### src/rtl/gbe_status_packer_if.sv
// rtl/gbe_status_packer_if.sv - 10GbE core strobes in, packed status word out
interface gbe_status_packer_if;
    logic        link_up_raw;
    logic        tx_valid;
    logic        tx_end_of_frame;
    logic        tx_overflow;
    logic        tx_afull;
    logic        rx_valid;
    logic        rx_end_of_frame;
    logic        rx_bad_frame;
    logic        rx_overrun;
    logic        sw_clr;
    logic        link_ok;
    logic [31:0] status_word;

    modport master (
        output link_up_raw, tx_valid, tx_end_of_frame, tx_overflow, tx_afull,
        output rx_valid, rx_end_of_frame, rx_bad_frame, rx_overrun, sw_clr,
        input  link_ok, status_word
    );

    modport slave (
        input  link_up_raw, tx_valid, tx_end_of_frame, tx_overflow, tx_afull,
        input  rx_valid, rx_end_of_frame, rx_bad_frame, rx_overrun, sw_clr,
        output link_ok, status_word
    );
endinterface

### src/rtl/gbe_status_packer.sv
// rtl/gbe_status_packer.sv - debounced link, sticky flags, saturating counters, periodic snapshot
module gbe_status_packer #(
    parameter int DEBOUNCE_CYCLES = 1024,
    parameter int REFRESH_CYCLES  = 256
) (
    input  logic               user_clk,
    input  logic               user_rst_n,
    gbe_status_packer_if.slave bus
);

    localparam int DW = $clog2(DEBOUNCE_CYCLES);
    localparam int RW = $clog2(REFRESH_CYCLES);
    localparam logic [DW-1:0] DEB_LAST = DW'(DEBOUNCE_CYCLES - 1);
    localparam logic [RW-1:0] REF_LAST = RW'(REFRESH_CYCLES - 1);

    typedef enum logic [1:0] {
        ST_DOWN     = 2'd0,
        ST_DEBOUNCE = 2'd1,
        ST_UP       = 2'd2
    } state_t;

    state_t         r_state;
    state_t         w_state_nxt;
    logic [DW-1:0]  r_deb_cnt;
    logic [DW-1:0]  w_deb_cnt_nxt;
    logic           w_flap_evt;
    logic           r_link_ok;

    logic           r_sw_clr_d;
    logic           w_clr_edge;
    logic           w_tx_evt;
    logic           w_rx_evt;
    logic           w_rx_bad_evt;

    logic [11:0]    r_tx_cnt;
    logic [11:0]    r_rx_cnt;
    logic [2:0]     r_flap_cnt;
    logic           r_tx_ovf_s;
    logic           r_rx_ovr_s;
    logic           r_rx_bad_s;
    logic           r_tx_afull_s;

    logic [RW-1:0]  r_ref_cnt;
    logic           w_wrap;
    logic           r_force_snap;
    logic [31:0]    w_packed;
    logic [31:0]    r_status_word;

    assign w_clr_edge   = bus.sw_clr & ~r_sw_clr_d;
    assign w_tx_evt     = bus.tx_valid & bus.tx_end_of_frame;
    assign w_rx_evt     = bus.rx_valid & bus.rx_end_of_frame;
    assign w_rx_bad_evt = w_rx_evt & bus.rx_bad_frame;
    assign w_wrap       = (r_ref_cnt == REF_LAST);

    // Link loss is taken immediately; only link gain is debounced.
    always_comb begin
        w_state_nxt   = r_state;
        w_deb_cnt_nxt = r_deb_cnt;
        w_flap_evt    = 1'b0;
        case (r_state)
            ST_DOWN: begin
                if (bus.link_up_raw) begin
                    w_state_nxt   = ST_DEBOUNCE;
                    w_deb_cnt_nxt = DW'(1);
                end
            end
            ST_DEBOUNCE: begin
                if (!bus.link_up_raw) begin
                    w_state_nxt   = ST_DOWN;
                    w_deb_cnt_nxt = '0;
                end else if (r_deb_cnt == DEB_LAST) begin
                    w_state_nxt   = ST_UP;
                    w_deb_cnt_nxt = '0;
                end else begin
                    w_deb_cnt_nxt = r_deb_cnt + DW'(1);
                end
            end
            ST_UP: begin
                if (!bus.link_up_raw) begin
                    w_state_nxt = ST_DOWN;
                    w_flap_evt  = 1'b1;
                end
            end
            default: begin
                w_state_nxt   = ST_DOWN;
                w_deb_cnt_nxt = '0;
            end
        endcase
    end

    always_ff @(posedge user_clk or negedge user_rst_n) begin
        if (!user_rst_n) begin
            r_state   <= ST_DOWN;
            r_deb_cnt <= '0;
            r_link_ok <= 1'b0;
        end else begin
            r_state   <= w_state_nxt;
            r_deb_cnt <= w_deb_cnt_nxt;
            r_link_ok <= (w_state_nxt == ST_UP);
        end
    end

    // A clear edge takes priority over any event arriving in the same cycle.
    always_ff @(posedge user_clk or negedge user_rst_n) begin
        if (!user_rst_n) begin
            r_sw_clr_d   <= 1'b0;
            r_tx_cnt     <= '0;
            r_rx_cnt     <= '0;
            r_flap_cnt   <= '0;
            r_tx_ovf_s   <= 1'b0;
            r_rx_ovr_s   <= 1'b0;
            r_rx_bad_s   <= 1'b0;
            r_tx_afull_s <= 1'b0;
        end else begin
            r_sw_clr_d <= bus.sw_clr;
            if (w_clr_edge) begin
                r_tx_cnt     <= '0;
                r_rx_cnt     <= '0;
                r_flap_cnt   <= '0;
                r_tx_ovf_s   <= 1'b0;
                r_rx_ovr_s   <= 1'b0;
                r_rx_bad_s   <= 1'b0;
                r_tx_afull_s <= 1'b0;
            end else begin
                if (w_tx_evt && (r_tx_cnt != 12'hFFF)) begin
                    r_tx_cnt <= r_tx_cnt + 12'd1;
                end
                if (w_rx_evt && (r_rx_cnt != 12'hFFF)) begin
                    r_rx_cnt <= r_rx_cnt + 12'd1;
                end
                if (w_flap_evt && (r_flap_cnt != 3'd7)) begin
                    r_flap_cnt <= r_flap_cnt + 3'd1;
                end
                if (bus.tx_overflow) r_tx_ovf_s   <= 1'b1;
                if (bus.rx_overrun)  r_rx_ovr_s   <= 1'b1;
                if (w_rx_bad_evt)    r_rx_bad_s   <= 1'b1;
                if (bus.tx_afull)    r_tx_afull_s <= 1'b1;
            end
        end
    end

    assign w_packed = {(r_state == ST_UP), r_tx_ovf_s, r_rx_ovr_s, r_rx_bad_s,
                       r_tx_afull_s, r_flap_cnt, r_tx_cnt, r_rx_cnt};

    // After a clear, the forced snapshot publishes the zeroed state one cycle later.
    always_ff @(posedge user_clk or negedge user_rst_n) begin
        if (!user_rst_n) begin
            r_ref_cnt     <= '0;
            r_force_snap  <= 1'b0;
            r_status_word <= '0;
        end else begin
            r_force_snap <= w_clr_edge;
            if (w_clr_edge || w_wrap) begin
                r_ref_cnt <= '0;
            end else begin
                r_ref_cnt <= r_ref_cnt + RW'(1);
            end
            if (w_wrap || r_force_snap) begin
                r_status_word <= w_packed;
            end
        end
    end

    assign bus.link_ok     = r_link_ok;
    assign bus.status_word = r_status_word;

endmodule

### src/flat_wrapper.sv
// flat-port wrapper written by rule: the top's interface ports become plain ports
module gbe_status_packer_flat 
#(
    parameter int DEBOUNCE_CYCLES = 1024,
    parameter int REFRESH_CYCLES  = 256
)
  (user_clk, user_rst_n, bus_link_up_raw, bus_tx_valid, bus_tx_end_of_frame, bus_tx_overflow, bus_tx_afull, bus_rx_valid, bus_rx_end_of_frame, bus_rx_bad_frame, bus_rx_overrun, bus_sw_clr, bus_link_ok, bus_status_word);
  gbe_status_packer_if bus_i ();
  input  logic user_clk;
  input  logic user_rst_n;
  input wire logic [$bits(bus_i.link_up_raw)-1:0] bus_link_up_raw;
  input wire logic [$bits(bus_i.tx_valid)-1:0] bus_tx_valid;
  input wire logic [$bits(bus_i.tx_end_of_frame)-1:0] bus_tx_end_of_frame;
  input wire logic [$bits(bus_i.tx_overflow)-1:0] bus_tx_overflow;
  input wire logic [$bits(bus_i.tx_afull)-1:0] bus_tx_afull;
  input wire logic [$bits(bus_i.rx_valid)-1:0] bus_rx_valid;
  input wire logic [$bits(bus_i.rx_end_of_frame)-1:0] bus_rx_end_of_frame;
  input wire logic [$bits(bus_i.rx_bad_frame)-1:0] bus_rx_bad_frame;
  input wire logic [$bits(bus_i.rx_overrun)-1:0] bus_rx_overrun;
  input wire logic [$bits(bus_i.sw_clr)-1:0] bus_sw_clr;
  output wire logic [$bits(bus_i.link_ok)-1:0] bus_link_ok;
  output wire logic [$bits(bus_i.status_word)-1:0] bus_status_word;
  assign bus_i.link_up_raw = bus_link_up_raw;
  assign bus_i.tx_valid = bus_tx_valid;
  assign bus_i.tx_end_of_frame = bus_tx_end_of_frame;
  assign bus_i.tx_overflow = bus_tx_overflow;
  assign bus_i.tx_afull = bus_tx_afull;
  assign bus_i.rx_valid = bus_rx_valid;
  assign bus_i.rx_end_of_frame = bus_rx_end_of_frame;
  assign bus_i.rx_bad_frame = bus_rx_bad_frame;
  assign bus_i.rx_overrun = bus_rx_overrun;
  assign bus_i.sw_clr = bus_sw_clr;
  assign bus_link_ok = bus_i.link_ok;
  assign bus_status_word = bus_i.status_word;
  gbe_status_packer #(.DEBOUNCE_CYCLES(DEBOUNCE_CYCLES), .REFRESH_CYCLES(REFRESH_CYCLES)) u_core (.user_clk(user_clk), .user_rst_n(user_rst_n), .bus(bus_i));
endmodule
### config.mk
export PLATFORM = sky130hd
export DESIGN_NAME = gbe_status_packer_flat
export DESIGN_NICKNAME = d
export VERILOG_FILES = /design/src/rtl/gbe_status_packer_if.sv /design/src/rtl/gbe_status_packer.sv /design/src/flat_wrapper.sv
export SDC_FILE = /design/constraint.sdc
export NUM_CORES = 1
export LEC_CHECK = 0
export CORE_MARGIN = 3
export CORE_UTILIZATION = 35
export DETAILED_ROUTE_END_ITERATION = 10
export GPL_TIMING_DRIVEN = 0
export PLACE_DENSITY = 0.53
export SLEW_MARGIN = 25
export SYNTH_ARGS = -nofsm -noshare
export SYNTH_HDL_FRONTEND = slang
export SYNTH_SLANG_ARGS = --single-unit
### constraint.sdc
create_clock -name user_clk -period 2.3 [get_ports user_clk]
set_input_delay 0.46 -clock user_clk [delete_from_list [all_inputs] [get_ports user_clk]]
set_output_delay 0.46 -clock user_clk [all_outputs]
set_load 0.005 [all_outputs]
==> results by stage, run 1 <==
Run status:
- The run finished with clean final reports.

Yosys:
- The most used flip-flop cell after synthesis is dfrtp_1.
- The post-synthesis instance area is 3948 um2.
- For this run, the register share of the synthesized area comes to 0.5452.
- The synthesized design contains 86 register bits.
- The number of enable flip-flop cells after synthesis is 0.
- The number of synthesis warnings is 0.
- The post-synthesis average cell area is 11.28 um2.
- In the synthesized netlist the async set-or-reset flop fraction comes to 1.000.
- The instance count of the mapped netlist is 350.
- The unique cell type count in the Yosys netlist is 52.
- The number of nets in the synthesized netlist is 368.

CTS:
- Clock tree synthesis found a total of 86 sinks.
- CTS built an H-tree with a depth of 3.
- In this run, CTS created clock tree buffers numbering 9.
- The later pin in the worst-skew pair is clocked with a latency of 0.33 ns.
- The TritonCTS clock tree is done.
- The CTS clock-pin slew for the worst setup and hold paths is 0.06 ns.
- The number of buffers inserted to repair setup after CTS is 0.
- CTS placed an instance of clkbuf_16 at the clock tree root.
- The number of buffers on the longest clock path is 2.
- Post-CTS repair changed the size of 0 cells.

Detailed routing:
- The DRC violation total after the first TritonRoute iteration is 66.
- Wires add up to 7904 um.
- The number of detailed-route iterations in the first pass is 4.
- The number of remaining DRC errors is 0.
- The routed length per placed instance is 14.32 um.
- The total via count after detailed routing is 2,786.
- The count of nets left with antenna violations once routing finished came out at 0.
- The post-detailed-route via-to-cell ratio is 5.047.

Global route:
- The via count of the first global-routing pass was 2,773.
- The total grt overflow is 0.
- The global-route usage over all layers is 0.1352.
- The initial antenna violation count was 0.
- Entering global routing, the biggest net connects 64 pins.
- The first global-routing pass estimated 13,900 um of wire.

STA:
- The count of final max-slew check failures was 0.
- Setup repair after global routing left no endpoint under its margin.
- The post-layout worst setup margin is 0.2762 ns.
- The fraction of the cycle the final worst path needs is 0.8799.
- The max-slew headroom at the worst pin is 0.5994.
- The worst clock skew is 0.005496 ns.
- Setup violations remaining at the end of the flow were counted as 0.
- Static timing analysis puts the maximum clock frequency at 494.1 MHz.
- For the pin with the worst max-slew slack, the measured transition is 0.5986 ns.
- The shortest period the worst path allows is 2.024 ns.
- The final hold violation count is 0.
- Hold is met by 0.4873 ns.

Die:
- The die covers 12,590 um2.
- Pin placement for this block handled 45 I/O pins.
- The overall die width is 112.2 um.
- From bottom edge to top edge, the die measures 112.2 um.
- The area of the core region is 10,940 um2.
- The starting density of the core is 0.3610.
- Row generation in the floorplan step produced 38 rows.

Run:
- The count of maximum capacitance violations is 0.

Worst setup path:
- The kind of critical path is input port to flop.
- Traced cell by cell, the critical path runs through clkdlybuf4s50_1 -> nand2b_1 -> inv_1 -> clkbuf_1 -> buf_1 -> nor2_1.
- Data on the critical path is required at its endpoint by 2.49 ns.
- The launch point of the worst reg-to-reg path is u_core.r_ref_cnt[0].
- The data arrival time of the critical path is 2.22 ns.
- The largest single stage delay on the critical path is 0.53 ns.
- The endpoint of the worst setup timing path is u_core.r_rx_ovr_s.
- For the worst flop-to-flop path, the logic depth is 7.
- The worst setup path is launched from an input port.
- The worst-path maximum fanout is 10.
- The worst register-to-register path ends at u_core.bus.status_word[27].
- The launch point of the worst path is bus_sw_clr.
- On the critical path, the stage with the largest delay is an instance of buf_1.
- STA classifies the critical path endpoint as a flop.
- The worst register-to-register path has a setup slack of 0.38 ns.

Cells and area:
- The area used by multi-input combinational logic is 1702 um2.
- 0 antenna diodes ended up in the layout.
- The count of nets after finishing is 425.
- The area occupied by registers is 2152 um2.
- The final cell utilization of the core is 0.4501.
- The layout filler cell count is 1,053.
- The layout cell share with drive strength beyond 1 is 0.1553.
- The synthesis-to-layout area growth is 24.69%.

Min path:
- The class of the tightest hold or removal check is flop to flop.

Pwr:
- For this design the total switching power over the nets is 0.0007956 W.
- The standby leakage power is 2.171 nW.
- The sequential group share of total power is 0.475.
- The total power per unit cell area is 716.3 nW/um2.
- The worst-case IR drop observed on VDD is 0.0003230 V.
- The internal power of the cells is 0.002730 W.
- The share of total power dissipated in combinational logic is 0.092.
- The relative contribution of the clock network to total power is 0.433.
- Of the total power, the share spent switching nets is 0.2256.

Placement:
- The post-DP HPWL is 5484 um.
- The placer's final routability congestion estimate is 0.7626.
- In this run the tool buffered the top-level ports with 44 buffer cells.
- Prior to clock tree synthesis, the placed netlist has a worst setup slack of -0.1583 ns.
sequential cells by signal, indices dropped and copies added, names as in the netlist:
signal and count:
u_core.bus.link_ok 1, u_core.bus.status_word 32, u_core.r_deb_cnt 10, u_core.r_flap_cnt 3
u_core.r_force_snap 1, u_core.r_ref_cnt 8, u_core.r_rx_bad_s 1, u_core.r_rx_cnt 12
u_core.r_rx_ovr_s 1, u_core.r_state 2, u_core.r_sw_clr_d 1, u_core.r_tx_afull_s 1
u_core.r_tx_cnt 12, u_core.r_tx_ovf_s 1
stage by stage:
stage | TNS, ns | total power, W | std cells | area (um2)
after global placement | -215.57 | 0.002024 | 534 | 4563
after CTS | 0 | 0.003593 | 552 | 4922
after floorplan | 0 | 0.001852 | 350 | 3948
final | 0 | 0.003526 | 552 | 4922
after detailed placement | -2.152 | 0.002035 | 535 | 4592
after global routing | 0 | 0.003716 | 552 | 4922
Yosys cell counts (all sizes together), types with 2 or more instances:
library cell / number / area [um2]
dfrtp: 86 / 2152
mux2: 31 / 349.1
nor2: 31 / 116.4
nand2: 26 / 100.1
nand3: 15 / 75.07
a21oi: 13 / 65.06
o21ai: 13 / 65.06
nand4: 9 / 77.57
mux2i: 8 / 80.08
or4: 8 / 63.81
buf: 7 / 41.28
clkbuf: 7 / 26.28
inv: 7 / 26.28
nor3: 7 / 35.03
o31ai: 7 / 52.55
ha: 6 / 75.07
nand2b: 6 / 37.54
xnor2: 6 / 52.55
and4: 5 / 43.79
xor2: 5 / 43.79
a31oi: 4 / 25.02
and3: 4 / 25.02
o211ai: 4 / 30.03
o41ai: 4 / 42.55
or2: 4 / 25.03
or3: 4 / 25.02
a21boi: 3 / 22.52
nor4: 3 / 40.04
and2: 2 / 12.51
nand3b: 2 / 15.01
nor4b: 2 / 17.52
o311ai: 2 / 17.52
cell families (layout without fill, tap and decap cells):
| logic type | Yosys count | after routing | share of synthesized area |
|---|---|---|---|
| buffers and inverters | 21 | 83 | 0.02377 |
| adders and majority gates | 6 | 6 | 0.01902 |
| and+or+nand+nor | 130 | 130 | 0.1832 |
| AOI/OAI and AO/OA | 57 | 57 | 0.09573 |
| xor gates and xnor gates | 11 | 11 | 0.02441 |
| DFF | 86 | 86 | 0.5452 |
| muxes | 39 | 39 | 0.1087 |
power by group through the flow:
stage	registers [W]	logic (W)	clock network (W)
floorplan	0.00169	0.000163	0
global placement	0.00170	0.000321	0
detailed placement	0.00170	0.000333	0
CTS	0.00168	0.000336	0.00158
global route	0.00169	0.000372	0.00165
finish	0.00167	0.000324	0.00153
layout by cell type, fill, tap and decap left out, drive strengths merged, types with 2 or more instances in the layout:
cell and instances:
nand3b 2, buf 9, o311ai 2, nor4 3, clkinv 2, o31ai 7
ha 6, and4 5, xor2 5, o41ai 4, nor4b 2, dfrtp 86
or2 4, nand2 26, o211ai 4, xnor2 6, nor2 31, nand2b 6
or3 4, and3 4, clkbuf 20, a31oi 4, o21ai 13, nand3 15
mux2i 8, or4 8, clkdlybuf4s50 43, nand4 9, a21boi 3, and2 2
inv 7, nor3 7, a21oi 13, mux2 31
cell type report:
| class | instances | area share |
|---|---|---|
| clock inverter | 3 | 0.008134 |
| buffer | 14 | 0.01373 |
| tap | 140 | 0.03559 |
| timing repair buffer | 46 | 0.09736 |
| clock buffer | 13 | 0.05694 |
| inverter | 7 | 0.005338 |
| sequential | 86 | 0.4372 |
| multi-input combinational | 243 | 0.3457 |
how the worst min path moves through the flow:
stage          cells after the start                 from                          to
2_1_floorplan                      0           user_rst_n          u_core.bus.link_ok
3_3_place_gp                       1  u_core.r_ref_cnt[0]         u_core.r_ref_cnt[0]
3_5_place_dp                       1           user_rst_n  u_core.bus.status_word[30]
4_1_cts                            1  u_core.r_ref_cnt[0]         u_core.r_ref_cnt[0]
5_1_grt                            1  u_core.r_tx_afull_s  u_core.bus.status_word[27]
6_report                           1  u_core.r_ref_cnt[0]         u_core.r_ref_cnt[0]
worst max-delay path, delay by kind of cell:
family,cells,cell delay [ns]
simple gates,2,0.18
buf+inv,4,1.58
routing by layer:
layer / vias up / track usage / wire, um
met2: 33 / 0.2002 / 3514
met3: 7 / 0.03666 / 260
met5: - / 0 / 0
met4: 0 / 0.04407 / 102
li1: 1394 / - / -
met1: 1352 / 0.1932 / 4027
repair_timing:
action | CTS | global route
hold buffers | 1 | 0
setup endpoints to repair | 0 | 0
hold endpoints to repair | 23 | 0
(Power assumes the default switching activity.)
==> run 2: changes to the inputs <==
- REMOVE_ABC_BUFFERS: default -> 1
==> results by stage, run 2 (same netlist as run 1, synthesis figures left out) <==
Placement:
- The number of buffers inserted by port buffering is 44.
- The post-DP HPWL is 5318 um.
- In this run the cell area measured after placement is 4552 um2.
- Routability-driven placement finished with a final weighted congestion of 0.7795.
- OpenSTA, run right after detailed placement, puts the worst setup slack at -0.03258 ns.

Worst setup path:
- The sort of element at the end of the critical path is a flop.
- The category of the worst setup path launch point is a flop.
- STA puts the critical path data required time at 2.52 ns.
- The worst-path maximum fanout is 18.
- The kind of critical path is flop to flop.
- At the worst endpoint, the arrival time is 2.28 ns.

STA:
- The fraction of the cycle the final worst path needs is 0.8964.
- Setup violations remaining at the end of the flow were counted as 0.
- The count of final max-slew check failures came to 0.
- Setup repair after global routing left no endpoint under its margin.
- The fmax is 485.0 MHz.
- Between clock sinks in the finished design, the worst skew comes to 0.006463 ns.
- At the pin with the least slew margin, the transition time is 0.5798 ns.
- The shortest period the worst path allows is 2.062 ns.
- Across all setup checks in the final design, the least slack found is 0.2382 ns.
- The worst pin sits at a relative slew slack of 0.6129.
- The final hold violation count came to 0.

Die:
- The overall die width is 112.2 um.
- The count of boundary I/O pins is 45.
- The area of the core region is 10,940 um2.
- The starting density of the core is 0.3610.
- The die height is 112.2 um.
- The floorplan step defined a die boundary enclosing 12,590 um2.
- After floorplanning, the core was divided into 38 placement rows.

Global route:
- The via count of the first global-routing pass was 2,791.
- The total grt overflow is 0.
- Entering global routing, the biggest net connects 63 pins.
- In the global route stage, overall resource usage came out at 0.1368.
- The initial antenna violation count is 0.
- The first global-routing pass estimated 13,850 um of wire.

CTS:
- The clock network latency to the later pin of the worst-skew pair is 0.34 ns.
- The clock root buffer is clkbuf_16.
- The TritonCTS sink count is 86.
- The clock buffer count from CTS is 9.
- The clock passes through at most 2 buffers.
- The TritonCTS clock tree is done.
- Clock-pin slew was measured on the worst setup and hold paths at 0.06 ns.
- The number of buffers inserted to repair setup after CTS is 0.
- The level count of the clock H-tree is 3.
- Gates resized during post-CTS repair numbered 0.

Detailed routing:
- The number of remaining DRC errors is 0.
- Across all layers, the routed design uses 2,835 vias.
- The routed design has 7948 um of wire.
- After detailed routing, the number of vias per cell comes to 5.270.
- The DRC violation total after the first TritonRoute iteration is 158.
- Dividing the detail-routed wire length by the instance count gives 14.77 um.
- The first TritonRoute pass finished after 4 iterations.
- The number of routed nets with antenna violations is 0.

Cells and area:
- The synthesis-to-layout area growth is 22.85%.
- Leaving out fill and tap cells, the most frequent cell in the layout is dfrtp_1.
- In the final layout, the multi-input gates occupy 1702 um2.
- Registers take 2152 um2.
- 0 antenna diodes ended up in the layout.
- The layout filler cell count is 1,042.
- In the layout the commonest cells are 86 x dfrtp_1, 43 x clkdlybuf4s50_1, 31 x nor2_1, 31 x mux2_2, 25 x nand2_1.
- The layout cell share with drive strength beyond 1 is 0.1457.
- The final standard cell area without fillers is 4850 um2.
- The register with the most flip-flops in the layout has 32 of them.
- The final layout contains 412 nets.

Pwr:
- The standby leakage power is 2.125 nW.
- The worst IR drop on VDD is 0.0004427 V.
- The total power per unit cell area is 698.4 nW/um2.

Run status:
- The flow ran to the end, and the final reports show no timing, DRC or antenna violations.

Run:
- The count of maximum capacitance violations is 0.

Min path:
- The class of the tightest hold or removal check is flop to flop.
## run 2: cell count changes in the layout (fill, tap and decap cells not counted), moves of 2 or more
| cell | previous run | this run |
|---|---|---|
| clkbuf_1 | 7 | 2 |
| buf_4 | 3 | 0 |
| clkinv_2 | 2 | 0 |
| buf_2 | 3 | 0 |
## run 2: stage by stage
| step | total power (W) | utilization | instances | hold slack [ns] | setup TNS [ns] |
|---|---|---|---|---|---|
| finish | 0.003387 | 0.4435 | 538 | 0.4897 | 0 |
| global route | 0.003579 | 0.4435 | 538 | 0.5143 | 0 |
| CTS | 0.003462 | 0.4435 | 538 | 0.4953 | 0 |
| detailed placement | 0.002030 | 0.4162 | 522 | 0.3444 | -0.1366 |
| global placement | 0.002007 | 0.4111 | 520 | 0.4710 | -233.15 |
| floorplan | 0.001845 | - | 336 | 0.1644 | 0 |
## run 2: routing by layer
metal	GRT usage	up-vias	routed length, um
li1	-	1372	-
met1	0.1823	1393	3875
met2	0.2030	58	3500
met3	0.04313	12	426
met4	0.06490	0	145
met5	0	-	0
## run 2: path summary, 6_finish.rpt
| path | to | depth (start not counted) | start | slack, ns |
|---|---|---|---|---|
| worst max-delay path | u_core.bus.status_word[27] | 6 | u_core.r_ref_cnt[0] | 0.24 |
| worst min-delay path | u_core.r_tx_ovf_s | 2 | u_core.r_tx_ovf_s | 0.49 |
| worst max register to register | u_core.bus.status_word[27] | 6 | u_core.r_ref_cnt[0] | 0.24 |
| worst min register to register | u_core.r_tx_ovf_s | 2 | u_core.r_tx_ovf_s | 0.49 |
| max in group asynchronous | u_core.r_tx_cnt[0] | 3 | user_rst_n | 1.16 |
| min in group asynchronous | u_core.r_deb_cnt[6] | 2 | user_rst_n | 0.55 |
## run 2: repair_timing
item / in CTS / in global routing
setup endpoints to repair: 0 / 0
endpoints found under the hold margin: 24 / 0
hold buffers: 1 / 0
## run 2: worst max-delay path: stages, from the launching register on
cell and delay (ns):
dfrtp_1 0.39, ha_1 0.24, nand2_1 0.09, nor3_1 0.19
or2_2 0.45, buf_16 0.22, mux2_2 0.34
## run 2: cell type report
cell class                      count  area share
Tap cell                          140     0.03612
Inverter                            7    0.005418
Clock buffer                       15     0.05934
Multi-Input combinational cell    243      0.3509
Sequential cell                    86      0.4438
Timing Repair Buffer               47      0.1045
## run 2: power breakdown
| part | switching (W) | internal (W) | leakage, nW |
|---|---|---|---|
| logic | 0.000152 | 0.000172 | 0.820 |
| registers | 0.0000702 | 0.00160 | 1.16 |
| clock network | 0.000545 | 0.000845 | 0.142 |
